## src/rtl/imem_boot_loader_if.sv

```systemverilog
// Byte-stream handshake plus instruction-memory write port used by the boot loader.
// The master drives the byte stream; the slave is the loader, which also drives the memory write port.
interface imem_boot_loader_if #(
  parameter int ADDR_W = 10
);
  logic              in_valid;
  logic [7:0]        in_data;
  logic              in_ready;
  logic              wr_en;
  logic [ADDR_W-1:0] wr_addr;
  logic [31:0]       wr_data;

  modport master (
    output in_valid,
    output in_data,
    input  in_ready,
    input  wr_en,
    input  wr_addr,
    input  wr_data
  );

  modport slave (
    input  in_valid,
    input  in_data,
    output in_ready,
    output wr_en,
    output wr_addr,
    output wr_data
  );
endinterface

```

## src/rtl/imem_boot_loader.sv

```systemverilog
// Loads a length-prefixed, XOR-checksummed byte image into instruction memory as
// little-endian 32-bit words and holds the core in reset until the image verifies.
module imem_boot_loader #(
  parameter int ADDR_W    = 10,
  parameter int MAX_WORDS = 256
) (
  input  logic                 clk,
  input  logic                 rst,
  input  logic                 start,
  imem_boot_loader_if.slave    bus,
  output logic                 core_rst,
  output logic                 busy,
  output logic                 done,
  output logic                 error,
  output logic [15:0]          words_loaded
);

  typedef enum logic [2:0] {
    S_IDLE   = 3'd0,
    S_LEN_LO = 3'd1,
    S_LEN_HI = 3'd2,
    S_DATA   = 3'd3,
    S_CHECK  = 3'd4,
    S_DONE   = 3'd5,
    S_ERROR  = 3'd6
  } state_t;

  function automatic logic [7:0] chk_update(input logic [7:0] acc, input logic [7:0] b);
    return acc ^ b;
  endfunction

  function automatic logic is_active(input state_t s);
    return (s == S_LEN_LO) || (s == S_LEN_HI) || (s == S_DATA) || (s == S_CHECK);
  endfunction

  state_t            state_r;
  state_t            state_nx_s;
  logic              start_acc_s;
  logic              xfer_s;
  logic [15:0]       len_nx_s;
  logic              last_word_s;
  logic [7:0]        chk_nx_s;

  logic [15:0]       len_r;
  logic [7:0]        chk_r;
  logic [1:0]        byte_idx_r;
  logic [31:0]       word_r;
  logic              in_ready_r;
  logic              wr_en_r;
  logic [ADDR_W-1:0] wr_addr_r;
  logic [31:0]       wr_data_r;
  logic              core_rst_r;
  logic              busy_r;
  logic              done_r;
  logic              error_r;
  logic [15:0]       words_loaded_r;

  assign xfer_s      = bus.in_valid && in_ready_r;
  assign len_nx_s    = {bus.in_data, len_r[7:0]};
  assign last_word_s = (words_loaded_r == (len_r - 16'd1));
  assign chk_nx_s    = chk_update(chk_r, bus.in_data);

  // State register.
  always_ff @(posedge clk) begin
    if (rst) begin
      state_r <= S_IDLE;
    end else begin
      state_r <= state_nx_s;
    end
  end

  // Next-state decode; start is only honoured outside an active load.
  always_comb begin
    state_nx_s  = state_r;
    start_acc_s = 1'b0;
    case (state_r)
      S_IDLE, S_DONE, S_ERROR: begin
        if (start) begin
          state_nx_s  = S_LEN_LO;
          start_acc_s = 1'b1;
        end else begin
          state_nx_s  = state_r;
        end
      end
      S_LEN_LO: begin
        if (xfer_s) begin
          state_nx_s = S_LEN_HI;
        end else begin
          state_nx_s = state_r;
        end
      end
      S_LEN_HI: begin
        if (!xfer_s) begin
          state_nx_s = state_r;
        end else if (len_nx_s > 16'(MAX_WORDS)) begin
          state_nx_s = S_ERROR;
        end else if (len_nx_s == 16'd0) begin
          state_nx_s = S_CHECK;
        end else begin
          state_nx_s = S_DATA;
        end
      end
      S_DATA: begin
        if (xfer_s && (byte_idx_r == 2'd3) && last_word_s) begin
          state_nx_s = S_CHECK;
        end else begin
          state_nx_s = state_r;
        end
      end
      S_CHECK: begin
        // Folding CHK into the running XOR yields zero exactly when they match.
        if (!xfer_s) begin
          state_nx_s = state_r;
        end else if (chk_nx_s == 8'd0) begin
          state_nx_s = S_DONE;
        end else begin
          state_nx_s = S_ERROR;
        end
      end
      default: begin
        state_nx_s = S_IDLE;
      end
    endcase
  end

  // Datapath and registered outputs; status flags follow the state being entered.
  always_ff @(posedge clk) begin
    if (rst) begin
      len_r          <= 16'd0;
      chk_r          <= 8'd0;
      byte_idx_r     <= 2'd0;
      word_r         <= 32'd0;
      in_ready_r     <= 1'b0;
      wr_en_r        <= 1'b0;
      wr_addr_r      <= {ADDR_W{1'b0}};
      wr_data_r      <= 32'd0;
      core_rst_r     <= 1'b1;
      busy_r         <= 1'b0;
      done_r         <= 1'b0;
      error_r        <= 1'b0;
      words_loaded_r <= 16'd0;
    end else begin
      in_ready_r <= is_active(state_nx_s);
      busy_r     <= is_active(state_nx_s);
      done_r     <= (state_nx_s == S_DONE);
      error_r    <= (state_nx_s == S_ERROR);
      core_rst_r <= (state_nx_s != S_DONE);
      wr_en_r    <= 1'b0;
      if (start_acc_s) begin
        words_loaded_r <= 16'd0;
        chk_r          <= 8'd0;
        byte_idx_r     <= 2'd0;
      end else if (xfer_s) begin
        chk_r <= chk_nx_s;
        case (state_r)
          S_LEN_LO: len_r[7:0]  <= bus.in_data;
          S_LEN_HI: len_r[15:8] <= bus.in_data;
          S_DATA: begin
            word_r[{byte_idx_r, 3'b000} +: 8] <= bus.in_data;
            byte_idx_r <= byte_idx_r + 2'd1;
            if (byte_idx_r == 2'd3) begin
              wr_en_r        <= 1'b1;
              wr_addr_r      <= {words_loaded_r[ADDR_W-3:0], 2'b00};
              wr_data_r      <= {bus.in_data, word_r[23:0]};
              words_loaded_r <= words_loaded_r + 16'd1;
            end
          end
          default: begin
          end
        endcase
      end
    end
  end

  assign bus.in_ready  = in_ready_r;
  assign bus.wr_en     = wr_en_r;
  assign bus.wr_addr   = wr_addr_r;
  assign bus.wr_data   = wr_data_r;
  assign core_rst      = core_rst_r;
  assign busy          = busy_r;
  assign done          = done_r;
  assign error         = error_r;
  assign words_loaded  = words_loaded_r;

endmodule

```

## src/flat_wrapper.sv

```systemverilog
// flat-port wrapper written by rule: the top's interface ports become plain ports
module imem_boot_loader_flat 
#(
  parameter int ADDR_W    = 10,
  parameter int MAX_WORDS = 256
)
  (clk, rst, start, core_rst, busy, done, error, words_loaded, bus_in_valid, bus_in_data, bus_in_ready, bus_wr_en, bus_wr_addr, bus_wr_data);
  imem_boot_loader_if #(.ADDR_W(ADDR_W)) bus_i ();
  input  logic clk;
  input  logic rst;
  input  logic start;
  output logic core_rst;
  output logic busy;
  output logic done;
  output logic error;
  output logic [15:0] words_loaded;
  input wire logic [$bits(bus_i.in_valid)-1:0] bus_in_valid;
  input wire logic [$bits(bus_i.in_data)-1:0] bus_in_data;
  output wire logic [$bits(bus_i.in_ready)-1:0] bus_in_ready;
  output wire logic [$bits(bus_i.wr_en)-1:0] bus_wr_en;
  output wire logic [$bits(bus_i.wr_addr)-1:0] bus_wr_addr;
  output wire logic [$bits(bus_i.wr_data)-1:0] bus_wr_data;
  assign bus_i.in_valid = bus_in_valid;
  assign bus_i.in_data = bus_in_data;
  assign bus_in_ready = bus_i.in_ready;
  assign bus_wr_en = bus_i.wr_en;
  assign bus_wr_addr = bus_i.wr_addr;
  assign bus_wr_data = bus_i.wr_data;
  imem_boot_loader #(.ADDR_W(ADDR_W), .MAX_WORDS(MAX_WORDS)) u_core (.clk(clk), .rst(rst), .start(start), .bus(bus_i), .core_rst(core_rst), .busy(busy), .done(done), .error(error), .words_loaded(words_loaded));
endmodule
```

## config.mk

```make
export PLATFORM = sky130hd
export DESIGN_NAME = imem_boot_loader_flat
export DESIGN_NICKNAME = d
export VERILOG_FILES = /design/src/rtl/imem_boot_loader_if.sv /design/src/rtl/imem_boot_loader.sv /design/src/flat_wrapper.sv
export SDC_FILE = /design/constraint.sdc
export NUM_CORES = 1
export LEC_CHECK = 0
export BUFFER_PORTS_ARGS = -buffer_cell sky130_fd_sc_hd__buf_2
export CORE_MARGIN = 1
export CORE_UTILIZATION = 57
export CTS_CLUSTER_DIAMETER = 40
export DETAILED_ROUTE_END_ITERATION = 6
export GPL_TIMING_DRIVEN = 0
export PLACE_DENSITY = 0.79
export SYNTH_ARGS = -nofsm -noshare
export SYNTH_HDL_FRONTEND = slang
export SYNTH_SLANG_ARGS = --single-unit
export TNS_END_PERCENT = 5
```

## constraint.sdc

```tcl
create_clock -name clk -period 3.85 [get_ports clk]
set_input_delay 0.385 -clock clk [delete_from_list [all_inputs] [get_ports clk]]
set_output_delay 0.385 -clock clk [all_outputs]
set_load 0.01 [all_outputs]
```

# After elaboration in Yosys (flattened, before gate mapping)
# Cells that the tools add are included.
[word_totals]
reg_bits = 122
in_bits = 12
word_cells = 71
[classes]
n_addsub = 4
n_lt_le_gt_ge = 1
n_eq_ne = 15
shifts = 2
mux = 13
bitwise_logic = 4
reduce_logical = 18
[op_table]
columns = ["op", "n"]
rows = [
  ["bitwise mux 32 bit", 1],
  ["variable shift 8 x 7 -> 32 bit, first input constant", 1],
  ["indexed part select 8 x 7 -> 32 bit", 1],
  ["2-to-1 mux 3 bit", 7],
  ["== test 3 bit, second input constant", 6],
  ["adder 16 x 1 -> 16 bit, second input constant", 1],
  ["== test 16 bit", 1],
  ["> comparator 16 x 9 -> 1 bit, second input constant", 1],
  ["zero test 16 bit", 1],
  ["subtractor 16 x 1 -> 16 bit, second input constant", 1],
  ["one-hot mux 3 bit (5 select lines)", 1],
  ["== test 3 x 2 -> 1 bit, second input constant", 4],
  ["AND reduction 3 bit", 4],
  ["zero test 8 bit", 1],
  ["bitwise XOR 8 bit", 1],
  ["negator 5 -> 7 bit", 1],
  ["== test 3 x 1 -> 1 bit, second input constant", 2],
  ["AND reduction 4 bit", 1],
  ["OR reduction 4 bit", 1],
  ["logical AND 1 bit", 3],
  ["zero test 3 bit", 1],
  ["logical OR 1 bit", 3],
  ["2-to-1 mux 1 bit", 3],
  ["inequality test 3 bit, second input constant", 1],
  ["7 further kinds", 9],
]

# Logic depth before layout (Yosys ltp)
[logic_depth]
depth_word = 9
mapped_depth = 10
mapped_depth_nobuf = 9

# Worst setup path after synthesis
# Ideal clock, no wire load.
[synth_path]
path_kind = "reg-to-reg"
start = "register u_core.len_r[0]"
end = "register u_core.state_r[1]"
arrival_time_ns = 2.109
t_required_ns = 3.718
slack_ns = 1.609
stages_incl_launch_ff = 11
path_cell_list = "dfxtp_1 > inv_1 > ha_1 > buf_4 > or4b_4 > nor4_4 > xnor2_1 > nor4_2 > nand4_1 > or2b_1 > a21oi_1"
[synth_between]
elab_chain_cells = 5
word_cells_on_any_way = 10
cone_classes = "1 x add/sub; 1 x order compare; 1 x eq/ne; 5 x mux; 2 x reduce/logical"
[synth_lines]
columns = ["item", "line_no", "rtl"]
rows = [
  ["start, declared", "imem_boot_loader.sv:44", "logic [15:0] len_r;"],
  ["start signal, assigned", "imem_boot_loader.sv:156", "S_LEN_LO: len_r[7:0] <= bus.in_data;"],
  ["subtractor 16 x 1 -> 16 bit or zero test 16 bit (tied branches)", "imem_boot_loader.sv:60, imem_boot_loader.sv:97", ""],
  ["== test 16 bit or 2-to-1 mux 3 bit (tied branches)", "imem_boot_loader.sv:60, imem_boot_loader.sv:97", ""],
  ["logical AND 1 bit or 2-to-1 mux 3 bit (tied branches)", "imem_boot_loader.sv:104, imem_boot_loader.sv:95", ""],
  ["2-to-1 mux 3 bit, on equally long branches", "imem_boot_loader.sv:104, imem_boot_loader.sv:93", ""],
  ["one-hot mux 3 bit (5 select lines) *", "imem_boot_loader.sv:76", "case (state_r)"],
  ["end signal, assigned", "imem_boot_loader.sv:68", "state_r <= state_nx_s;"],
  ["end, declared", "imem_boot_loader.sv:36", "state_t state_r;"],
]
# Mark *: on every way between the ends. The rest lies on a longest branch, timed or not.
# A chain may end at the register's enable or synchronous reset.

# Final worst setup path
[layout_path]
start = "register u_core.len_r[0]"
end = "register u_core.busy_r (netlist: u_core.busy)"
[layout_between]
elab_chain_cells = 9
word_cells_on_any_way = 17
cone_classes = "1 x add/sub; 1 x order compare; 5 x eq/ne; 5 x mux; 5 x reduce/logical"
[layout_lines]
columns = ["item", "line_no", "rtl"]
rows = [
  ["subtractor 16 x 1 -> 16 bit or zero test 16 bit (tied branches)", "imem_boot_loader.sv:60, imem_boot_loader.sv:97", ""],
  ["== test 16 bit or 2-to-1 mux 3 bit (tied branches)", "imem_boot_loader.sv:60, imem_boot_loader.sv:97", ""],
  ["logical AND 1 bit or 2-to-1 mux 3 bit (tied branches)", "imem_boot_loader.sv:104, imem_boot_loader.sv:95", ""],
  ["2-to-1 mux 3 bit, on equally long branches", "imem_boot_loader.sv:104, imem_boot_loader.sv:93", ""],
  ["one-hot mux 3 bit (5 select lines) *", "imem_boot_loader.sv:76", ""],
  ["== test 3 x 1 -> 1 bit or == test 3 x 2 -> 1 bit (tied branches)", "imem_boot_loader.sv:33", "return (s == S_LEN_LO) || (s == S_LEN_HI) || (s == S_DATA) || (s == S_CHECK);"],
  ["logical OR 1 bit (2 in a row)", "imem_boot_loader.sv:33", ""],
  ["logical OR 1 bit *", "imem_boot_loader.sv:33", ""],
  ["end signal, assigned", "imem_boot_loader.sv:144", "busy_r <= is_active(state_nx_s);"],
  ["end, declared", "imem_boot_loader.sv:53", "logic busy_r;"],
]
# Marked as above.

==> impl_metrics.py <==
metrics = {
    "logic_synthesis": {
        "ys_seq_area_share_pct": 44.7,
        "synth_compound_area_share_pct": 11.8,
        "synth_edf_count": 0,
        "synth_area_sq_um": 5110,
        "ys_ff_latch": 114,
        "synth_top_family_by_area": "simple AND/OR/NAND/NOR gates",
        "synthSimpleGateAreaFrac_pct": 26.4,
        "syn_inst": 632,
        "synthAdderAreaFrac_pct": 1.71,
        "syn-mean-instance-area_sq_um": 8.08,
        "ys_async_sr_fraction_pct": 0,
        "synth_mux_area_share_pct": 1.76,
        "ys_types": 55,
        "synthXorXnorAreaFrac_pct": 9.36,
        "yosysWarnings": 0,
        "synth_ff_type": "dfxtp_1",
    },
    "place": {
        "pre_cts_ws_ps": 1260,
        "placed_cell_area_sq_um": 5570,
        "gp_congestion": 0.892,
        "io_buffers": 65,
        "dp_hpwl_mm": 8.49,
    },
    "detailed_routing": {
        "drtIter0Drc": 323,
        "routed_wl_mm": 12.8,
        "first_pass_iters": 7,
        "wire_per_inst_microns": 15.3,
        "vias": 4713,
        "drc": 2,
        "avgViaCountPerCell": 5.62,
        "detail-route-antenna-nets": 0,
    },
    "clock_network": {
        "hold_buffers": 0,
        "cts.sinks": 114,
        "root_buffer": "clkbuf_8",
        "htreeDepth": 4,
        "cts_inserted_buffers": 17,
        "tritoncts": "done",
        "post-cts-setup-buffer-count": 0,
        "insertion_delay_ps": 520,
        "cts.repair.resized": 0,
        "clock_path_buffers": 2,
        "path_clk_slew_ps": 60,
    },
    "worst_setup_path": {
        "crit_start": "u_core.len_r[0]",
        "arrival_ps": 3030,
        "required_ps": 4230,
        "path_max_fanout": 9,
        "crit_type": "flip-flop to flip-flop",
        "crit_path_end_kind": "flip-flop",
        "ff2ff_path_depth": 10,
        "rrSetupSlack_ps": 1200,
        "crit_path_start_kind": "flip-flop",
        "timing.rr.end": "u_core.busy",
        "r2r-start": "u_core.len_r[0]",
    },
    "timing": {
        "max_freq_ghz": 0.378,
        "worst_pin_slew_ps": 902,
        "final-hold-violation-count": 0,
        "timing.final.crit_share_pct": 68.8,
        "fin_ws_ps": 1200,
        "clock_skew_ps": 6.26,
        "drv_slew": 0,
        "maxSlewHeadroom_pct": 39.7,
        "setup_viol": 0,
        "min_period_ps": 2650,
        "fin_tns_setup_ps": 0,
        "rsz0062_at_grt": "false",
    },
    "final_layout": {
        "antenna_cells": 0,
        "final_common_cell": "nand2_1",
        "n_fill_cell": 687,
        "layout_common_cells": "146 x nand2_1, 114 x dfxtp_1, 79 x a21oi_1",
        "drive_gt1_share_pct": 15.5,
        "areaGrowthSynthToFinish_pct": 20.4,
        "fin_util_pct": 70.9,
        "post-route-cell-area_sq_um": 6150,
        "layout.nets": 736,
    },
    "hold_path": {
        "min-delay-start": "rst",
        "hp-class": "input port to flip-flop",
        "whs_path_depth": 2,
        "holdPathEnd": "u_core.state_r[2]",
    },
    "global_routing": {
        "grt_pass1_wl_mm": 21.5,
        "grt_max_degree": 17,
        "grt_pass1_vias": 4455,
        "grt_remaining_overflow": 0,
        "grt_util_all_layers_pct": 28.4,
        "antenna_found_initial": 0,
    },
    "run_status": {
        "status": "finished, violations left",
        "violations": "DRC",
    },
    "floorplanning": {
        "boundaryPins": 76,
        "fp.dieArea_sq_um": 9340,
        "core-area_sq_um": 8680,
        "rows": 34,
        "start_util_pct": 58.9,
        "die_w_microns": 96.7,
        "die_h_microns": 96.7,
    },
    "power_and_ir_drop": {
        "powerDensity_nw_per_um2": 469,
        "power_mw": 2.88,
        "vdd_drop_max_uv": 326,
        "power_leakage_nw": 2.35,
    },
    "run": {
        "maxCapViolCount": 0,
    },
}
-- sequential cells by signal, indices dropped and copies added, names as in the netlist, 2 cells and up --
name                 flops
u_core.words_loaded     16
u_core.len_r            16
u_core.byte_idx_r        2
u_core.word_r           24
u_core.chk_r             8
u_core.bus.wr_data      32
u_core.state_r           3
u_core.bus.wr_addr       8
-- cell type report --
class | instances | area (sq um) | share of cell area [%]
Buffer | 46 | 189 | 3.07
Clock buffer | 20 | 445 | 7.24
Clock inverter | 12 | 133 | 2.16
Inverter | 6 | 22.5 | 0.366
Multi-Input combinational cell | 467 | 2620 | 42.6
Sequential cell | 114 | 2280 | 37.1
Tap cell | 108 | 135 | 2.20
Timing Repair Buffer | 65 | 325 | 5.29
-- layer usage --
| layer | wire length (microns) | GRT usage [%] | vias up |
|---|---|---|---|
| li1 | - | - | 2286 |
| met1 | 5470 | 36.3 | 2242 |
| met2 | 6320 | 46.5 | 162 |
| met3 | 827 | 6.50 | 23 |
| met4 | 196 | 10.9 | 0 |
| met5 | 0 | 0 | - |
-- worst max-delay path, stage by stage, from the launching register on --
cell and delay, ps:
dfxtp_1 370, inv_1 90, ha_1 140, buf_4 160, or4b_4 510, nor2_1 240, a31oi_1 150, nor4_2 400
o211ai_1 170, xor2_1 190, a21oi_1 90
-- stage by stage --
stage / std cells / hold WS (ps)
global route: 838 / 188
finish: 838 / 184
detailed placement: 806 / 444
floorplan: 633 / 432
global placement: 806 / 439
CTS: 838 / 171
-- kinds of logic after synthesis --
| group | count (synthesis) |
|---|---|
| AO/OA/AOI/OAI | 107 |
| XOR/XNOR | 53 |
| multiplexers | 9 |
| adder cells (fa/ha/maj) | 7 |
| other | 1 |
| buffers and inverters | 52 |
| flip-flops | 114 |
| AND/OR/NAND/NOR | 289 |
-- worst max-delay path by stage --
stage                              end  slack [ps]  depth (start not counted)
2_1_floorplan        u_core.state_r[1]        1610                         10
3_3_place_gp         u_core.state_r[1]        1310                         10
3_5_place_dp               u_core.busy        1260                          8
4_1_cts              u_core.state_r[1]        1220                         10
5_1_grt        u_core.words_loaded[15]         990                          8
6_report                   u_core.busy        1200                         10
-- synthesized netlist by cell type, types with 4 or more instances --
master	count	area, sq um
nand4_1	5	31.3
nand3b_1	4	30.0
o21ai_0	6	30.0
dfxtp_1	114	2280
or3_1	5	31.3
nor2_1	46	173
inv_1	5	18.8
nor4_1	4	25.0
nand2_1	146	548
xnor2_1	17	149
nor3b_1	5	37.5
o211ai_1	4	30.0
clkbuf_1	39	146
ha_1	7	87.6
nor3_1	6	30.0
and3_1	4	25.0
nand3_1	37	185
mux2i_1	9	90.1
nand2b_1	6	37.5
buf_4	4	30.0
and2_1	4	25.0
xor2_1	35	307
a21oi_1	79	395
-- power breakdown --
part	internal, mW	switching (mW)	total [mW]
registers	1.19	0.0113	1.20
logic	0.0612	0.104	0.165
clock network	0.955	0.564	1.52
Note: power is estimated with default switching activity, not from simulation.
